===== src/rtl/ddi_pkt_tx.sv =====
`timescale 1ns/1ps
// DDI image-link transmitter: latches one pixel packet (header + 24-bit pixel), registers its
// 8-bit additive checksum, and sends the five bytes back-to-back on a UART 8N1 line.
module ddi_pkt_tx #(
  parameter int unsigned CLKS_PER_BIT = 868,
  parameter int unsigned STOP_BITS    = 1
) (
  input  logic        clk,
  input  logic        rst,
  input  logic        Strb,
  input  logic [7:0]  Header,
  input  logic [23:0] ImageData,
  output logic        busy,
  output logic        done,
  output logic [7:0]  CheckSum,
  output logic        tx
);

  localparam int unsigned CntW = (CLKS_PER_BIT > 1) ? $clog2(CLKS_PER_BIT) : 1;
  localparam logic [CntW-1:0] CntMax = CntW'(CLKS_PER_BIT - 1);
  localparam logic StopMax = 1'(STOP_BITS - 1);

  typedef enum logic [2:0] {StIdle, StStart, StData, StStop, StDone} state_e;

  state_e          state_q, state_d;
  logic [CntW-1:0] cnt_q, cnt_d;
  logic [2:0]      bit_q, bit_d;
  logic [2:0]      byte_q, byte_d;
  logic            stop_q, stop_d;
  logic [31:0]     shadow_q, shadow_d;
  logic [7:0]      csum_q, csum_d;
  logic            tx_q, tx_d;
  logic            busy_q, busy_d;
  logic            done_q, done_d;

  logic       accept;
  logic       bit_end;
  logic [2:0] bit_nxt;
  logic [7:0] sum;
  logic [7:0] cur_byte;

  assign accept  = Strb && !busy_q;
  assign bit_end = (cnt_q == CntMax);
  assign bit_nxt = bit_q + 3'd1;
  // Carries discarded: 8-bit result of an 8-bit sum.
  assign sum     = Header + ImageData[23:16] + ImageData[15:8] + ImageData[7:0];

  // Select the byte currently on the wire from the latched packet.
  always_comb begin
    cur_byte = csum_q;
    case (byte_q)
      3'd0:    cur_byte = shadow_q[31:24];
      3'd1:    cur_byte = shadow_q[23:16];
      3'd2:    cur_byte = shadow_q[15:8];
      3'd3:    cur_byte = shadow_q[7:0];
      default: cur_byte = csum_q;
    endcase
  end

  // Next-state logic; tx/busy/done are computed here so they leave the block registered.
  always_comb begin
    state_d  = state_q;
    cnt_d    = bit_end ? '0 : cnt_q + CntW'(1);
    bit_d    = bit_q;
    byte_d   = byte_q;
    stop_d   = stop_q;
    shadow_d = shadow_q;
    csum_d   = csum_q;
    tx_d     = tx_q;
    busy_d   = busy_q;
    done_d   = 1'b0;

    case (state_q)
      StIdle, StDone: begin
        state_d = StIdle;
        cnt_d   = '0;
        tx_d    = 1'b1;
        busy_d  = 1'b0;
        if (accept) begin
          shadow_d = {Header, ImageData};
          csum_d   = sum;
          state_d  = StStart;
          tx_d     = 1'b0;
          busy_d   = 1'b1;
          byte_d   = 3'd0;
          bit_d    = 3'd0;
          stop_d   = 1'b0;
        end
      end
      StStart: begin
        if (bit_end) begin
          state_d = StData;
          bit_d   = 3'd0;
          tx_d    = cur_byte[0];
        end
      end
      StData: begin
        if (bit_end) begin
          if (bit_q == 3'd7) begin
            state_d = StStop;
            stop_d  = 1'b0;
            tx_d    = 1'b1;
          end else begin
            bit_d = bit_nxt;
            tx_d  = cur_byte[bit_nxt];
          end
        end
      end
      StStop: begin
        if (bit_end) begin
          if (stop_q == StopMax) begin
            if (byte_q == 3'd4) begin
              state_d = StDone;
              done_d  = 1'b1;
              busy_d  = 1'b0;
              tx_d    = 1'b1;
            end else begin
              // Next byte starts immediately: no idle between bytes of a packet.
              byte_d  = byte_q + 3'd1;
              state_d = StStart;
              tx_d    = 1'b0;
            end
          end else begin
            stop_d = stop_q + 1'b1;
          end
        end
      end
      default: begin
        state_d = StIdle;
        cnt_d   = '0;
        tx_d    = 1'b1;
        busy_d  = 1'b0;
      end
    endcase
  end

  // State register with synchronous reset; reset wins over a simultaneous strobe.
  always_ff @(posedge clk) begin
    if (rst) begin
      state_q  <= StIdle;
      cnt_q    <= '0;
      bit_q    <= 3'd0;
      byte_q   <= 3'd0;
      stop_q   <= 1'b0;
      shadow_q <= 32'd0;
      csum_q   <= 8'd0;
      tx_q     <= 1'b1;
      busy_q   <= 1'b0;
      done_q   <= 1'b0;
    end else begin
      state_q  <= state_d;
      cnt_q    <= cnt_d;
      bit_q    <= bit_d;
      byte_q   <= byte_d;
      stop_q   <= stop_d;
      shadow_q <= shadow_d;
      csum_q   <= csum_d;
      tx_q     <= tx_d;
      busy_q   <= busy_d;
      done_q   <= done_d;
    end
  end

  assign busy     = busy_q;
  assign done     = done_q;
  assign CheckSum = csum_q;
  assign tx       = tx_q;

endmodule


===== config.mk =====
export PLATFORM = sky130hd
export DESIGN_NAME = ddi_pkt_tx
export DESIGN_NICKNAME = d
export VERILOG_FILES = /design/src/rtl/ddi_pkt_tx.sv
export SDC_FILE = /design/constraint.sdc
export NUM_CORES = 1
export LEC_CHECK = 0
export CAP_MARGIN = 20
export CORE_ASPECT_RATIO = 0.6
export CORE_MARGIN = 2
export CORE_UTILIZATION = 45
export DETAILED_ROUTE_END_ITERATION = 6
export GPL_TIMING_DRIVEN = 0
export PLACE_DENSITY = 0.75
export SYNTH_ARGS = -nofsm -noshare
export SYNTH_HDL_FRONTEND = slang
export SYNTH_SLANG_ARGS = --single-unit
export TNS_END_PERCENT = 100

===== constraint.sdc =====
create_clock -name clk -period 9.6 [get_ports clk]
set_input_delay 1.92 -clock clk [delete_from_list [all_inputs] [get_ports clk]]
set_output_delay 1.92 -clock clk [all_outputs]
set_load 0.005 [all_outputs]

Word level (Yosys, flattened, before mapping) --
Cells that the tools add are included.
Storage, ports and cells: output and inout port bits 11, word-level logic and storage cells 99, register bits after elaboration 63, memories kept 0, bits in latches 0, bits in read-only memories 0, RAM bits 0
Operators by class: add/sub/neg operators 7, multipliers 0, bitwise operators 4, equality and inequality tests 19, order comparisons 1, shift-type cells 0, reductions and logical operators 19, muxes and demuxes 39, divide/modulo/power cells 0
Operators with widths (number):
- 2-to-1 mux 3 bit | 13
- case mux 8 bit (4 select lines) | 1
- adder 8 bit | 3
- AND reduction 5 bit | 4
- 2-to-1 mux 1 bit | 18
- inequality test 2 bit, second input constant | 9
- == test 3 x 2 -> 1 bit, second input constant | 4
- case mux 3 bit (4 select lines) | 1
- adder 10 x 1 -> 10 bit, second input constant | 1
- == test 10 bit, second input constant | 1
- == test 3 bit, second input constant | 3
- case mux 3 bit (3 select lines) | 1
- AND reduction 4 bit | 2
- adder 3 x 1 -> 3 bit, second input constant | 2
- == test 3 x 1 -> 1 bit, second input constant | 2
- logical NOT 3 bit | 2
- case mux 1 bit (3 select lines) | 2
- case mux 3 bit (2 select lines) | 1
- nonzero test 3 bit | 2
- OR reduction 3 bit | 2
- less-than comparator 3 x 4 -> 1 bit, second input constant | 1
- NOT 1 bit | 4
- case mux 1 bit (4 select lines) | 1
- OR reduction 2 bit | 2
- other kinds (7) | 7

Logic depth before layout (Yosys ltp) --
Gate-level depths: netlist of run 1.
word-level depth 7, gate-level depth with buffers 11

Worst setup path before layout of run 1 --
OpenSTA, ideal clock, no wires.
kind input port to flip-flop, from in Header[1], to reg csum_q[7], in the netlist CheckSum[7], setup time 0.086 ns, stages on the path 11, required time 9.514 ns, setup slack 5.102 ns, data arrival time 4.413 ns, cells stage by stage inv_1 -> fa_1 -> fa_1 -> inv_1 -> ha_1 -> fa_1 -> a211oi_1 -> o21bai_1 -> a21oi_1 -> xnor2_1 -> a211oi_1
On the way: longest elaborated chain between the ends 3
Ends and longest elaborated chain:
- start, declared | line 11 | input logic [7:0] Header,
- adder 8 bit (3 in series) | line 46 | assign sum = Header + ImageData[23:16] + ImageData[15:8] + ImageData[7:0];
- end signal, assigned | line 157 | csum_q <= csum_d;
- end, declared | line 31 | logic [7:0] csum_q, csum_d;
Every way passes these cells. A chain may end at the register's enable or synchronous reset.

Worst setup path after layout of run 1 --
Ends and elaborated chain as after synthesis.

==> run metrics, run 1 <==
fill count=slightly below 700; Final HPWL DP=6914 um; root buffer cell=sky130_fd_sc_hd__clkbuf_16; Mapped Cells=just over 400; number of routed nets with antenna violations=0; die boundary width=roughly 120 um; Pwr per Cell Area=~170 nW/um2; Slew headroom=about 57%; number of antenna violations at the first check in global routing=0; WP data arrival=between 5 and 6 ns; class of the most critical hold timing path=flip-flop to flip-flop; register area share after synthesis=35.67%; number of max-capacitance violations reported=0; final slew viol count=0; Worst Tran Pin Value=about 0.64 ns; drt via density=around 5.4; area used by multi-input combinational logic=1984 um2; wire length of the first global-routing pass=between 15000 and 20000 um; count of yosys warnings during synthesis=0; area growth from synthesis to layout=24.31%; outcome=complete, no violations; register area=between 1000 and 1500 um2; number of buffers inserted by port buffering=44; Final period util=between 50% and 60%; maximum number of pins on one net before global-route repair=13; timing-limited maximum frequency=a little under 0.2 GHz; # clock sinks=62; Setup-failing EPs final=0; startpoint kind of the worst setup timing path=input port; global placer's final weighted congestion=around 0.94; starting utilization of the core area=a little under half; Total Negative Setup Slacks=0 ns; leakage power of the design=roughly 0.0017 uW; share of synthesized registers carrying an async set or reset=0%; peak ir drop on the vdd network=0.09510 mV; Inserted Clock Buffers=9; Residual DRC=0; H-tree Lvls=3; dominant synthesized flop cell=sky130_fd_sc_hd__dfxtp_1; list of most frequent post-synthesis cells=77 x sky130_fd_sc_hd__nand2_1, 62 x sky130_fd_sc_hd__dfxtp_1, 47 x sky130_fd_sc_hd__a21oi_1; number of global-route vias before repair=about 3100; clock tree from TritonCTS=built; area fraction of the dominant cell type after synthesis=35.67%; floorplan die height=a little over 70 um; aggregate routed wire length=just over 9000 um; RSZ-0062 raised after global routing=no; Post-Syn Nets=roughly 480; count leader, synth=sky130_fd_sc_hd__nand2_1; number of storage elements in the synthesis netlist=a little over 60; required time of the critical path=between 9 and 10 ns; via count=between 3000 and 4000; total global routing track utilization=between 20% and 30%; maximum clock skew at final layout=0.005915 ns; maximum clock insertion buffer count=2; number of nets in the finished design=533; Die ar.=~8500 um2; antenna diode count=0; synthesized area per cell=between 8 and 9 um2; count of buffers added by post-CTS timing repair for setup=0; utilization after layout=58.55%; detailed-router iteration count before antenna repair=5; number of hold buffers added after cts=0; cells resized by post-CTS repair=0; count of unique library cells instantiated by Yosys=53; top post-synthesis cells by area=sky130_fd_sc_hd__dfxtp_1 36%, sky130_fd_sc_hd__nand2_1 8.3%, sky130_fd_sc_hd__fa_1 8.1%; clock latency of the later-clocked register in the worst-skew pair=~0.33 ns; Cell Area, Synth=3480 um2; class of the most critical setup path=input port to flip-flop; library cell with the largest summed area after synthesis=sky130_fd_sc_hd__dfxtp_1; min Tclk post-route=5.121 ns; number of rows in the core area=24; clock input transition at the sequential cells of the worst setup and hold paths=~0.050 ns; number of DRC violations after detailed-routing iteration 0=slightly above 300; GRT overflow=0; EDFF count, synth=0; CP Capture Type=flip-flop; I/O pin count=46; average wire per cell in the routed design=about 16 um; fraction of final layout cells sized beyond drive strength 1=under 10%; area inside the core boundary=approximately 7400 um2; hold violation count in the final report=0; Crit Path Max Fanout=3
-- power by group --
group | total [uW] | switching (uW) | leakage [uW] | internal [uW]
Combinational | 171 | 91.1 | 0.00109 | 79.9
Sequential | 288 | 13.2 | 0.000506 | 275
Clock | 297 | 122 | 0.000128 | 175
Total | 756 | 226 | 0.00173 | 529
-- state kept, by name, summed over array words and instances (netlist names) --
| signal | count |
|---|---|
| shadow_q | 32 |
| state_q | 3 |
| busy | 1 |
| tx | 1 |
| done | 1 |
| byte_q | 3 |
| CheckSum | 8 |
| cnt_q | 10 |
| bit_q | 3 |
-- placed cells by master (no fill, tap or decap), types with 12 or more instances in the layout --
cell type,count
sky130_fd_sc_hd__nand2_1,77
sky130_fd_sc_hd__a21oi_1,47
sky130_fd_sc_hd__clkdlybuf4s50_1,44
sky130_fd_sc_hd__dfxtp_1,62
sky130_fd_sc_hd__nor2_1,26
sky130_fd_sc_hd__fa_1,14
sky130_fd_sc_hd__a22oi_1,12
sky130_fd_sc_hd__ha_1,15
sky130_fd_sc_hd__inv_1,40
-- metal layers --
| layer | wire length, um | global-route usage, % |
|---|---|---|
| met5 | 0 | 0 |
| met4 | 184 | 8.969 |
| met3 | 733 | 5.582 |
| met2 | 3921 | 35.54 |
| met1 | 4374 | 31.73 |
-- area by class of cell --
cell class	count	area share, %
tap	104	3.008
inverter	41	3.558
sequential	62	28.70
clock inverter	7	1.157
clock buffer	9	5.207
multi-input combinational	288	45.88
timing repair buffer	44	10.18
buffer	23	2.314
-- worst paths after layout --
check / start / cells past startpoint / slack, ns / to
min: shadow_q[3]$_SDFFE_PP0P_ / 2 / 0.46 / shadow_q[3]$_SDFFE_PP0P_
min reg2reg: shadow_q[3]$_SDFFE_PP0P_ / 2 / 0.46 / shadow_q[3]$_SDFFE_PP0P_
max reg2reg: byte_q[2]$_SDFFE_PP0P_ / 8 / 7.13 / tx$_SDFFE_PP1P_
max: Header[1] / 12 / 4.48 / CheckSum[7]$_SDFFE_PP0P_
-- worst max-delay path, stage by stage --
cell and delay, ns:
sky130_fd_sc_hd__clkdlybuf4s50_1 0.50, sky130_fd_sc_hd__inv_1 0.07, sky130_fd_sc_hd__fa_1 0.50, sky130_fd_sc_hd__fa_1 0.52
sky130_fd_sc_hd__inv_1 0.04, sky130_fd_sc_hd__ha_1 0.22, sky130_fd_sc_hd__fa_1 0.47, sky130_fd_sc_hd__a211oi_1 0.39
sky130_fd_sc_hd__o21bai_1 0.16, sky130_fd_sc_hd__a21oi_1 0.23, sky130_fd_sc_hd__xnor2_1 0.13, sky130_fd_sc_hd__a211oi_1 0.22
-- stage by stage --
step	hold slack (ns)	cells	total power, uW	cell area [um2]	setup slack [ns]
6_report	0.4581	578	755.5	4325	4.479
2_1_floorplan	0.4357	414	395.6	3480	5.102
4_1_cts	0.4562	578	756.7	4325	4.516
5_1_grt	0.4747	578	791.0	4325	4.254
3_3_place_gp	0.4431	562	454.7	4050	4.238
3_5_place_dp	0.4477	562	461.5	4050	4.192
-- kinds of logic (layout without fill, tap and decap cells) --
kind of cell	Yosys count	after routing	share of synthesized area (%)
buf+inv	64	124	7.299
flops	62	62	35.67
xor+xnor	18	18	4.531
mux	4	4	1.294
compound gates	93	93	17.69
fa+ha+maj	29	29	13.45
simple gates	144	144	20.06
Note: power is estimated with default switching activity, not from simulation.
==> inputs of run 2 (changes only) <==
PLACE_DENSITY = 0.78   (was 0.75)
clock period = 4.1 ns   (was 9.6 ns; I/O delays follow)
==> run 2 against run 1 <==
- critical endpoint unchanged
- sequential share of layout area barely moved
- die area did not move
- largest cell class unchanged
- clock power rose by 130%
- utilization barely moved
- critical path depth did not move
- clock skew fell by 0.0017 ns
- final cell count did not move
- sequential power rose by 130%
- flip-flop and latch count did not move
- largest power group unchanged
==> run metrics, run 2 (synthesis results as in run 1) <==
outcome=complete, no violations; register area=1241 um2 (unchanged); most frequent standard cell in the layout excluding fill and tap cells=sky130_fd_sc_hd__nand2_1; number of hold buffers added after cts=0 (unchanged); most frequent cells in the layout=77 x sky130_fd_sc_hd__nand2_1, 62 x sky130_fd_sc_hd__dfxtp_1, 47 x sky130_fd_sc_hd__a21oi_1; maximum number of pins on one net before global-route repair=13 (unchanged); number of max-capacitance violations reported=0 (unchanged); class of the most critical hold timing path=flip-flop to flip-flop; cell repeated most along the worst path=sky130_fd_sc_hd__fa_1; Die ar.=8475 um2 (unchanged); final slew viol count=0 (unchanged); Area after DPL=4050 um2 (unchanged); CP Capture Type=flip-flop; startpoint kind of the worst setup timing path=input port; required time of the critical path=4.35 ns (-5.50 ns); final instance area=4327 um2 (about the same); clock tree from TritonCTS=built; P_sw=525.8 uW (+130%); Crit Path Max Fanout=3 (unchanged); class of the most critical setup path=input port to flip-flop; clock input transition at the sequential cells of the worst setup and hold paths=0.06 ns (about the same); die boundary width=117.5 um (unchanged); number of global-route vias before repair=3126 (+2.0%); floorplan die height=72.12 um (unchanged); Final HPWL DP=7026 um (+1.6%); RSZ-0062 raised after global routing=no; sequential share of power=38.2% (about the same); H-tree Lvls=3 (unchanged); Residual DRC=0 (unchanged); min Tclk post-route=between 3 and 4 ns; antenna diode count=0 (unchanged); cells resized by post-CTS repair=0 (unchanged); maximum clock insertion buffer count=2 (unchanged); number of antenna violations at the first check in global routing=0 (unchanged); fraction of final layout cells sized beyond drive strength 1=7.595% (unchanged); number of routed nets with antenna violations=0 (unchanged); Total Negative Setup Slacks=0 ns (unchanged); GRT overflow=0 (unchanged); timing-limited maximum frequency=0.2569 GHz; maximum clock skew at final layout=0.004193 ns (-0.001722 ns); register with the most flip-flops=shadow_q; Slew headroom=57.90% (+0.46 points); count of buffering cells on the critical path with inverters included=3 (unchanged); wire length of the first global-routing pass=15610 um (+3.0%); count of buffers added by post-CTS timing repair for setup=0 (unchanged); number of nets in the finished design=533 (unchanged); Final period util=approximately 95%; peak per-stage delay on the critical path=0.51 ns (about the same); # clock sinks=62 (unchanged); Setup-failing EPs final=0 (unchanged); leakage power of the design=0.001718 uW (-0.47%); fill count=690 (-0.58%); ordered cell list for the critical path=clkdlybuf4s50_1, inv_1, fa_1, fa_1, inv_1, ha_1, fa_1, a211oi_1, o21bai_1, a21oi_1, xnor2_1, a211oi_1; peak ir drop on the vdd network=0.2247 mV (+140%); starting utilization of the core area=47.10% (unchanged); Pwr per Cell Area=407.4 nW/um2 (+130%); clock group share of total power=39.3% (about the same); switching power share of the total=29.83% (-0.14 points); aggregate routed wire length=9631 um (+4.5%); internal power=1237 uW (+130%); number of buffers inserted by port buffering=44 (unchanged); clock latency of the later-clocked register in the worst-skew pair=0.33 ns (about the same); crit path max-delay cell type=sky130_fd_sc_hd__fa_1; area inside the core boundary=7387 um2 (unchanged); average wire per cell in the routed design=16.66 um (+4.5%); WP data arrival=4.14 ns (-1.23 ns); area growth from synthesis to layout=24.34% (about the same); number of rows in the core area=24 (unchanged); number of DRC violations after detailed-routing iteration 0=292 (-6.1%); detailed-router iteration count before antenna repair=5 (unchanged); Worst Tran Pin Value=0.6315 ns (-0.006966 ns); Logic pwr share=22.4% (-0.2 points); I/O pin count=46 (unchanged); root buffer cell=sky130_fd_sc_hd__clkbuf_16; total global routing track utilization=23.75% (+0.69 points); via count=3194 (+2.3%); drt via density=5.526 (+2.3%); global placer's final weighted congestion=0.9239 (-1.4%); area used by multi-input combinational logic=1984 um2 (unchanged); top cell family by delay on the critical path=adder cells; Inserted Clock Buffers=9 (unchanged); hold violation count in the final report=0 (unchanged); number of flip-flops in the largest register=32 (unchanged)
-- run 2: cell types whose count changed in the layout (fill, tap and decap cells not counted), sizes merged --
cell	change
clkinv	-1
clkinvlp	+2
inv	-1
-- run 2: final cells by class --
type	instances	share of cell area (%)
flip-flops and latches	62	28.69
repair buffers	44	10.18
multi-input cells	288	45.86
clock buffers	9	5.205
clock inverters	7	1.186
well taps	104	3.008
plain buffers	23	2.313
inverters	41	3.557
-- run 2: final timing paths --
kind / start / end / slack, ns / depth (start not counted)
hold reg to reg: shadow_q[14]$_SDFFE_PP0P_ / shadow_q[14]$_SDFFE_PP0P_ / 0.45 / 2
setup reg to reg: byte_q[2]$_SDFFE_PP0P_ / tx$_SDFFE_PP1P_ / 1.58 / 8
setup / recovery: Header[1] / CheckSum[7]$_SDFFE_PP0P_ / 0.21 / 12
hold / removal: shadow_q[14]$_SDFFE_PP0P_ / shadow_q[14]$_SDFFE_PP0P_ / 0.45 / 2
-- run 2: metal layers --
layer  routed length [um]  GRT usage, %
met2                 4224         37.95
met1                 4406         31.99
met4                  146         5.355
met3                  853         7.547
met5                    0             0
-- run 2: stage by stage --
| step | worst slack (ns) | power (uW) | hold slack, ns | utilization [%] | cells |
|---|---|---|---|---|---|
| 4_1_cts | 0.2750 | 1765 | 0.4550 | 58.57 | 578 |
| 3_3_place_gp | -0.06094 | 1061 | 0.4428 | 54.83 | 562 |
| 5_1_grt | 0.05118 | 1840 | 0.4683 | 58.57 | 578 |
| 2_1_floorplan | 0.7019 | 926.3 | 0.4357 | - | 414 |
| 3_5_place_dp | -0.05997 | 1075 | 0.4480 | 54.83 | 562 |
| 6_report | 0.2067 | 1763 | 0.4546 | 58.57 | 578 |
-- run 2: power groups by stage --
stage,Combinational (uW),Sequential (uW),Clock (uW)
after floorplan,249,677,0
after global placement,377,683,0
after detailed placement,389,685,0
after CTS,392,673,700
after global routing,437,677,726
final,395,674,694
-- run 2: tightest hold or removal path: stages, from the launching register on --
cell	delay [ns]
sky130_fd_sc_hd__dfxtp_1	0.31
sky130_fd_sc_hd__nand2_1	0.05
sky130_fd_sc_hd__a21oi_1	0.05
